--- src/rtl/mc6809_intc.sv ---
// Interrupt controller answering the 6809 IRQ/FIRQ/NMI protocol.
// Eight edge-triggered sources and a memory-mapped register window.
module mc6809_intc #(
  parameter logic [15:0] BASE    = 16'hFF80,
  parameter int unsigned NMI_LEN = 8
) (
  input  logic        CLK,
  input  logic        RESET,
  input  logic        CYC,
  input  logic [15:0] ADDR,
  input  logic        RnW,
  input  logic        BS,
  input  logic        BA,
  input  logic [7:0]  DIN,
  output logic [7:0]  DOUT,
  output logic        DSEL,
  input  logic [7:0]  SRC,
  input  logic        NMI_REQ,
  output logic        nIRQ,
  output logic        nFIRQ,
  output logic        nNMI,
  output logic [15:0] Intvector,
  output logic [1:0]  ack_state
);

  typedef enum logic [1:0] {IDLE = 2'd0, HI_IRQ = 2'd1, HI_FIRQ = 2'd2} ack_t;

  localparam logic [7:0] NMI_LOAD = NMI_LEN[7:0];

  ack_t        state, state_nx;
  logic [7:0]  src_s1, src_s2, src_s3;
  logic        nmi_s1, nmi_s2, nmi_s3;
  logic [7:0]  pend, mask, fsel, vbh, act;
  logic [3:0]  vbl_hi;
  logic [2:0]  id_q;
  logic        valid_q;
  logic [7:0]  nmi_cnt;

  logic [15:0] off;
  logic [2:0]  sel_off;
  logic        win, wr, fetch;
  logic [7:0]  irq_v, firq_v, vec_set, edges, w1c, swset, clr_mask;
  logic [2:0]  id_c;
  logic        ack_ld, ack_clr, is_firq;

  assign off     = ADDR - BASE;
  assign win     = (off < 16'd8);
  assign sel_off = off[2:0];
  assign wr      = CYC & ~RnW & win;
  assign DSEL    = CYC & RnW & win;
  assign fetch   = CYC & BS & ~BA;

  assign irq_v   = pend & mask & ~fsel;
  assign firq_v  = pend & mask & fsel;
  assign edges   = src_s2 & ~src_s3;
  assign w1c     = (wr && sel_off == 3'd0) ? DIN : 8'h00;
  assign swset   = (wr && sel_off == 3'd6) ? DIN : 8'h00;
  assign is_firq = (ADDR == 16'hFFF6);
  assign vec_set = is_firq ? firq_v : irq_v;
  assign clr_mask = ack_clr ? (8'h01 << id_q) : 8'h00;
  assign ack_state = state;

  always_comb begin
    DOUT = 8'h00;
    if (DSEL) begin
      case (sel_off)
        3'd0:    DOUT = pend;
        3'd1:    DOUT = mask;
        3'd2:    DOUT = fsel;
        3'd3:    DOUT = vbh;
        3'd4:    DOUT = {vbl_hi, 4'h0};
        3'd5:    DOUT = act;
        default: DOUT = 8'h00;
      endcase
    end
  end

  // Lowest index wins; an empty set reports id 7 (spurious ack).
  always_comb begin
    id_c = 3'd7;
    for (int i = 7; i >= 0; i--) begin
      if (vec_set[i]) id_c = i[2:0];
    end
  end

  always_comb begin
    state_nx = state;
    ack_ld   = 1'b0;
    ack_clr  = 1'b0;
    case (state)
      IDLE: begin
        if (fetch && RnW && ADDR == 16'hFFF8) begin
          state_nx = HI_IRQ;
          ack_ld   = 1'b1;
        end else if (fetch && RnW && ADDR == 16'hFFF6) begin
          state_nx = HI_FIRQ;
          ack_ld   = 1'b1;
        end
      end
      HI_IRQ: begin
        if (CYC) begin
          state_nx = IDLE;
          ack_clr  = fetch && ADDR == 16'hFFF9 && valid_q;
        end
      end
      HI_FIRQ: begin
        if (CYC) begin
          state_nx = IDLE;
          ack_clr  = fetch && ADDR == 16'hFFF7 && valid_q;
        end
      end
      default: state_nx = IDLE;
    endcase
  end

  always_ff @(posedge CLK or posedge RESET) begin
    if (RESET) state <= IDLE;
    else       state <= state_nx;
  end

  always_ff @(posedge CLK or posedge RESET) begin
    if (RESET) begin
      src_s1 <= 8'h00; src_s2 <= 8'h00; src_s3 <= 8'h00;
      nmi_s1 <= 1'b0;  nmi_s2 <= 1'b0;  nmi_s3 <= 1'b0;
    end else begin
      src_s1 <= SRC;     src_s2 <= src_s1; src_s3 <= src_s2;
      nmi_s1 <= NMI_REQ; nmi_s2 <= nmi_s1; nmi_s3 <= nmi_s2;
    end
  end

  always_ff @(posedge CLK or posedge RESET) begin
    if (RESET) begin
      pend      <= 8'h00;
      mask      <= 8'h00;
      fsel      <= 8'h00;
      vbh       <= 8'hFF;
      vbl_hi    <= 4'hF;
      act       <= 8'h00;
      id_q      <= 3'd7;
      valid_q   <= 1'b0;
      nIRQ      <= 1'b1;
      nFIRQ     <= 1'b1;
      Intvector <= 16'hFFF0;
    end else begin
      // Set terms are OR-ed last so they override any clear of the same bit.
      pend  <= (pend & ~w1c & ~clr_mask) | edges | swset;
      nIRQ  <= ~|irq_v;
      nFIRQ <= ~|firq_v;
      if (wr) begin
        case (sel_off)
          3'd1:    mask   <= DIN;
          3'd2:    fsel   <= DIN;
          3'd3:    vbh    <= DIN;
          3'd4:    vbl_hi <= DIN[7:4];
          default: ;
        endcase
      end
      if (ack_ld) begin
        Intvector <= {vbh, vbl_hi, id_c, 1'b0};
        act       <= {|vec_set, is_firq, 3'b000, id_c};
        id_q      <= id_c;
        valid_q   <= |vec_set;
      end
    end
  end

  // A new edge reloads the counter, so a retrigger stretches the pulse.
  always_ff @(posedge CLK or posedge RESET) begin
    if (RESET) begin
      nmi_cnt <= 8'h00;
      nNMI    <= 1'b1;
    end else begin
      nNMI <= (nmi_cnt == 8'h00);
      if (nmi_s2 && !nmi_s3)       nmi_cnt <= NMI_LOAD;
      else if (nmi_cnt != 8'h00)   nmi_cnt <= nmi_cnt - 8'h01;
    end
  end

endmodule

--- config.mk ---
export PLATFORM = sky130hd
export DESIGN_NAME = mc6809_intc
export DESIGN_NICKNAME = d
export VERILOG_FILES = /design/src/rtl/mc6809_intc.sv
export SDC_FILE = /design/constraint.sdc
export NUM_CORES = 1
export LEC_CHECK = 0
export CELL_PAD_IN_SITES_DETAIL_PLACEMENT = 1
export CELL_PAD_IN_SITES_GLOBAL_PLACEMENT = 1
export CORE_MARGIN = 2
export CORE_UTILIZATION = 39
export CTS_BUF_LIST = sky130_fd_sc_hd__clkbuf_8 sky130_fd_sc_hd__clkbuf_16
export DETAILED_ROUTE_END_ITERATION = 10
export HOLD_SLACK_MARGIN = 0.1
export PLACE_DENSITY = 0.76
export SKIP_LAST_GASP = 1
export SLEW_MARGIN = 20
export SYNTH_ARGS = -nofsm -noshare
export SYNTH_HDL_FRONTEND = slang
export SYNTH_SLANG_ARGS = --single-unit
--- constraint.sdc ---
create_clock -name CLK -period 3.05 [get_ports CLK]
set_input_delay 0.61 -clock CLK [delete_from_list [all_inputs] [get_ports CLK]]
set_output_delay 0.61 -clock CLK [all_outputs]
set_load 0.02 [all_outputs]
**Word-level counts from Yosys, hierarchy flattened**

Cells that the tools add are included.

- Bitwise operators: 20
- Magnitude comparators: 1
- Reductions and logical operators: 27
- Add/subtract/negate cells: 2
- Eq/ne operators: 14
- Shifts and indexed selects: 1
- Muxes and demuxes: 25

Operator list:

| operator | number |
|---|---|
| equality test 16 bit (second input constant) | 4 |
| 2-to-1 mux 8 bit | 7 |
| AND 8 bit | 6 |
| one-hot mux 8 bit (6 select lines) | 1 |
| NOT 8 bit | 4 |
| OR reduction 8 bit | 3 |
| 2-to-1 mux 3 bit | 6 |
| less-than comparator 16 x 4 -> 1 bit (second input constant) | 1 |
| bitwise OR 8 bit | 2 |
| subtractor 16 bit (second input constant) | 1 |
| logical AND 1 bit | 10 |
| AND reduction 2 bit | 5 |
| equality test 3 bit (second input constant) | 3 |
| logical NOT 8 bit | 1 |
| nonzero test 8 bit | 1 |
| left shift 1 x 3 -> 8 bit (first input constant) | 1 |
| subtractor 8 x 1 -> 8 bit (second input constant) | 1 |
| AND 1 bit | 6 |
| equality test 3 x 2 -> 1 bit (second input constant) | 2 |
| 2-to-1 mux 1 bit | 6 |
| 2-to-1 mux 2 bit | 3 |
| one-hot mux 2 bit (2 select lines) | 1 |
| equality test 3 x 1 -> 1 bit (second input constant) | 1 |
| logical NOT 1 bit | 3 |
| 10 further kinds | 11 |

- Register bits: 100
- Logic and storage cells: 110
- Input bits: 39
- Output and inout port bits: 30

**Depth between registers and ports, before layout**

- Word-level depth: 11
- Gate-level depth with buffers: 9
- Gate-level depth less buffers: 8

**Worst setup path before layout**

No wires, ideal clock.

- Kind: input to output
- From: input port ADDR[7]
- To: output port DOUT[3]
- Required time: 2.440 ns
- Arrival: 2.255 ns
- Setup slack: 0.185 ns
- Stages on the path: 6
- Buffers on the path: 0
- Cell sequence: ha_1 and4_2 nor4_1 nor3_1 nor2_1 and3b_1

- Longest elaborated chain between the ends: 4

RTL lines:

| what | line | RTL |
|---|---|---|
| start: declaration | 10 | `input logic [15:0] ADDR,` |
| subtractor 16 bit | 46 | `assign off = ADDR - BASE;` |
| less-than comparator 16 x 4 -> 1 bit | 47 | `assign win = (off < 16'd8);` |
| AND 1 bit | 50 | `assign DSEL = CYC & RnW & win;` |
| via DSEL | 16 | `output logic DSEL,` |
| 2-to-1 mux 8 bit | 65 | `if (DSEL) begin` |
| end: declaration | 15 | `output logic [7:0] DOUT,` |

The timed path passes the listed nets, and every way through them passes these cells.

**Final worst setup path**

- From: input port ADDR[9]
- To: output port DOUT[3]

- Longest elaborated chain between the ends: 4

RTL lines:

| what | line |
|---|---|
| subtractor 16 bit | 46 |
| less-than comparator 16 x 4 -> 1 bit | 47 |
| AND 1 bit | 50 |
| 2-to-1 mux 8 bit | 65 |

No other way between the ends.

==> results.py <==
metrics = {
    "die": {
        "dieArea_sq_mm": 0.01304,
        "io_pins": 69,
        "core_area_sq_mm": 0.01191,
        "num_rows": 40,
        "start_util": 0.3977,
        "dieHeight_um": 114.2,
        "fp.dieW_um": 114.2,
    },
    "timing": {
        "setup_violations": 0,
        "slew_headroom": 0.6159,
        "fin_crit_ns": 2.964,
        "rsz0062_at_grt": "true",
        "drv_slew": 0,
        "finalHoldViolCount": 0,
        "max_freq_mhz": 337.4,
        "worst_pin_slew_ns": 0.5749,
        "clock_skew_ns": 0.01132,
        "post-route-period-util": 0.9718,
    },
    "global_route": {
        "grt_pass1_vias": 4273,
        "grt_max_degree": 97,
        "antenna_found_initial": 0,
        "grt_pass1_wl_um": 22280,
        "grt_util_all_layers": 0.2223,
        "gr-total-overflow": 0,
    },
    "setup_path": {
        "r2r_cells": 8,
        "setup.reg_to_reg.worst_slack_ns": 0.80,
        "cp-end-kind": "output pin",
        "start_kind": "primary input",
        "r2r_end": "pend[1]$_DFF_PP0_",
        "crit_arrival_ns": 2.35,
        "endpoint": "DOUT[3]",
        "r2r-start": "ack_state[1]$_DFFE_PP0P_",
        "cp.required_ns": 2.44,
        "cp_max_fo": 9,
        "startpoint": "ADDR[9]",
        "worstSetupPathType": "primary input to output pin",
    },
    "synthesis": {
        "yosysMostFrequentCell": "dfrtp_1",
        "synthFlopType": "dfrtp_1",
        "syn-cell-area_sq_mm": 0.004737,
        "synth_edf_count": 0,
        "synthArstFlopShare": 1.000,
        "seq_area_frac_synth": 0.5151,
        "netlist_instances": 410,
        "avgSynthCellArea_sq_um": 11.55,
        "ys_seq_elements": 96,
        "yosysUniqueCellTypes": 71,
        "yosys_warnings": 0,
        "yosys.area.top_type": "dfrtp_1",
        "syn-num-nets": 454,
        "yosys-top-cells-count": "dfrtp_1, mux2_2, dfstp_2, nor2_1, nand2_1",
        "synth.area.top_cells": "dfrtp_1, dfstp_2, mux2_2, nor2_1, mux2i_1",
        "synth_top_area_share": 0.3487,
    },
    "drt": {
        "route.met2.wl_um": 7144,
        "vias": 3862,
        "drt-met1-wl_um": 5690,
        "antenna_left": 0,
        "drt-initial-drc-count": 276,
        "wl_per_cell_um": 20.17,
        "met3WireLength_um": 811,
        "drt_wl_total_um": 13820,
        "vias_per_cell": 5.638,
        "drc": 0,
        "drt_pass1_iterations": 4,
        "top_layer": "met4",
    },
    "cts": {
        "cts_tree": "yes",
        "clkTransAtPathRegs_ns": 0.06,
        "cts_buffers": 9,
        "hold_buffers": 0,
        "clockRootBuffer": "clkbuf_16",
        "cts_max_path_buffers": 2,
        "clock_sinks": 96,
        "clock_latency_ns": 0.35,
        "htree_num_levels": 3,
    },
    "layout": {
        "instances_no_fill": 685,
        "final_core_util": 0.5426,
        "fillCellCount": 1272,
        "final_nets": 577,
        "n_antenna_cell": 0,
        "area_growth_pct": 36.45,
        "drive_gt1_frac": 0.3532,
    },
    "power_and_ir_drop": {
        "p_leak_nw": 2.896,
        "irDropWorstVdd_v": 0.0003092,
        "powerDensity_mw_per_mm2": 474.4,
    },
    "placement": {
        "hpwl_um": 9741,
        "gp_congestion": 0.8590,
        "dp_cells": 666,
        "portBuffers": 67,
    },
    "status": {
        "outcome": "finished, final reports clean",
    },
    "hold_path": {
        "hold_path.class": "register to register",
        "holdPathStages": 0,
    },
    "flow_run": {
        "cap_violations": 0,
    },
}
[kinds of logic (layout without fill, tap and decap cells)]
kind of cell,after synthesis,after routing,share of synthesized area
xor gates and xnor gates,8,8,0.01479
and+or+nand+nor,128,128,0.1564
AOI/OAI and AO/OA,80,80,0.1260
DFF,96,96,0.5151
muxes,58,58,0.1387
other,1,1,0.0007916
buffers and inverters,34,162,0.03513
adders and majority gates,5,5,0.01321
[report_power, final]
group	total (W)	leakage [nW]	internal, W	switching (W)
clock	0.00127	0.167	0.000771	0.000503
sequential	0.00140	1.12	0.00134	0.0000538
combinational	0.000396	1.61	0.000188	0.000208
total	0.00307	2.90	0.00230	0.000765
[metal layers]
metal | vias to the layer above | GRT usage
li1 | 1762 | -
met5 | - | 0
met1 | 1969 | 0.2704
met4 | 0 | 0.07317
met3 | 19 | 0.04182
met2 | 112 | 0.3972
[stage by stage]
stage | instance area, sq um | setup slack [ns] | TNS, ns | hold WS, ns | total power, W
after floorplan | 4741 | 0.1853 | 0 | 0.3312 | 0.001628
after global placement | 6035 | -0.5339 | -11.58 | 0.3313 | 0.001787
after detailed placement | 6035 | -0.6082 | -14.65 | 0.3358 | 0.001809
after CTS | 6376 | 0.006705 | 0 | 0.3509 | 0.003088
after global routing | 6464 | -0.07055 | -0.2988 | 0.3599 | 0.003195
final | 6464 | 0.08606 | 0 | 0.3491 | 0.003066
[critical path: stages]
cell           delay [ns]
dlygate4sd2_1        0.35
nand4_1              0.28
buf_4                0.23
nor4_4               0.16
nor3_2               0.09
nor2_1               0.16
buf_4                0.18
and3b_1              0.18
buf_6                0.12
[cell type report]
type | count | area [sq um] | share of cell area
repair buffers | 132 | 1232 | 0.1907
inverters | 14 | 56.30 | 0.008711
well taps | 147 | 183.9 | 0.02846
flip-flops and latches | 96 | 2440 | 0.3775
multi-input cells | 280 | 2212 | 0.3422
clock inverters | 5 | 86.33 | 0.01336
clock buffers | 11 | 252.7 | 0.03910
[flip-flops by register name, indices dropped and copies added (netlist names), 8 cells and up]
name       flops
Intvector     12
fsel           8
mask           8
nmi_cnt        8
pend           8
src_s1         8
src_s2         8
src_s3         8
vbh            8
[placed cells by master, fill, tap and decap left out, drive strengths merged, types with 5 or more instances in the layout]
cell type      netlist  routed
a21oi               12      12
a221o                8       8
a22oi               11      11
and2                 8       8
and3                 6       6
buf                 12      73
clkbuf               8      11
clkdlybuf4s50        0      49
dfrtp               66      66
dfstp               30      30
dlymetal6s2s         0       6
ha                   5       5
inv                 14      15
mux2                48      48
mux2i                9       9
nand2               25      25
nand3               12      12
nand4                5       5
nor2                25      25
nor2b                6       6
nor3                 9       9
o21ai               11      11
o22ai                5       5
xor2                 5       5
[how the worst min path moves through the flow]
stage	from	end	slack, ns
finish	src_s1[4]$_DFF_PP0_	src_s2[4]$_DFF_PP0_	0.35
CTS	src_s1[4]$_DFF_PP0_	src_s2[4]$_DFF_PP0_	0.35
global route	src_s1[4]$_DFF_PP0_	src_s2[4]$_DFF_PP0_	0.36
detailed placement	src_s1[3]$_DFF_PP0_	src_s2[3]$_DFF_PP0_	0.34
global placement	nmi_s1$_DFF_PP0_	nmi_s2$_DFF_PP0_	0.33
floorplan	nmi_s1$_DFF_PP0_	nmi_s2$_DFF_PP0_	0.33
[what timing repair did]
item | in CTS | in global routing
gates resized for setup | 45 | 19
pin swaps | 7 | 8
gates cloned | 0 | 0
endpoints found under the setup margin | 9 | 26
buffers inserted | 2 | 1
No activity file was read; power rests on OpenSTA's default activity.
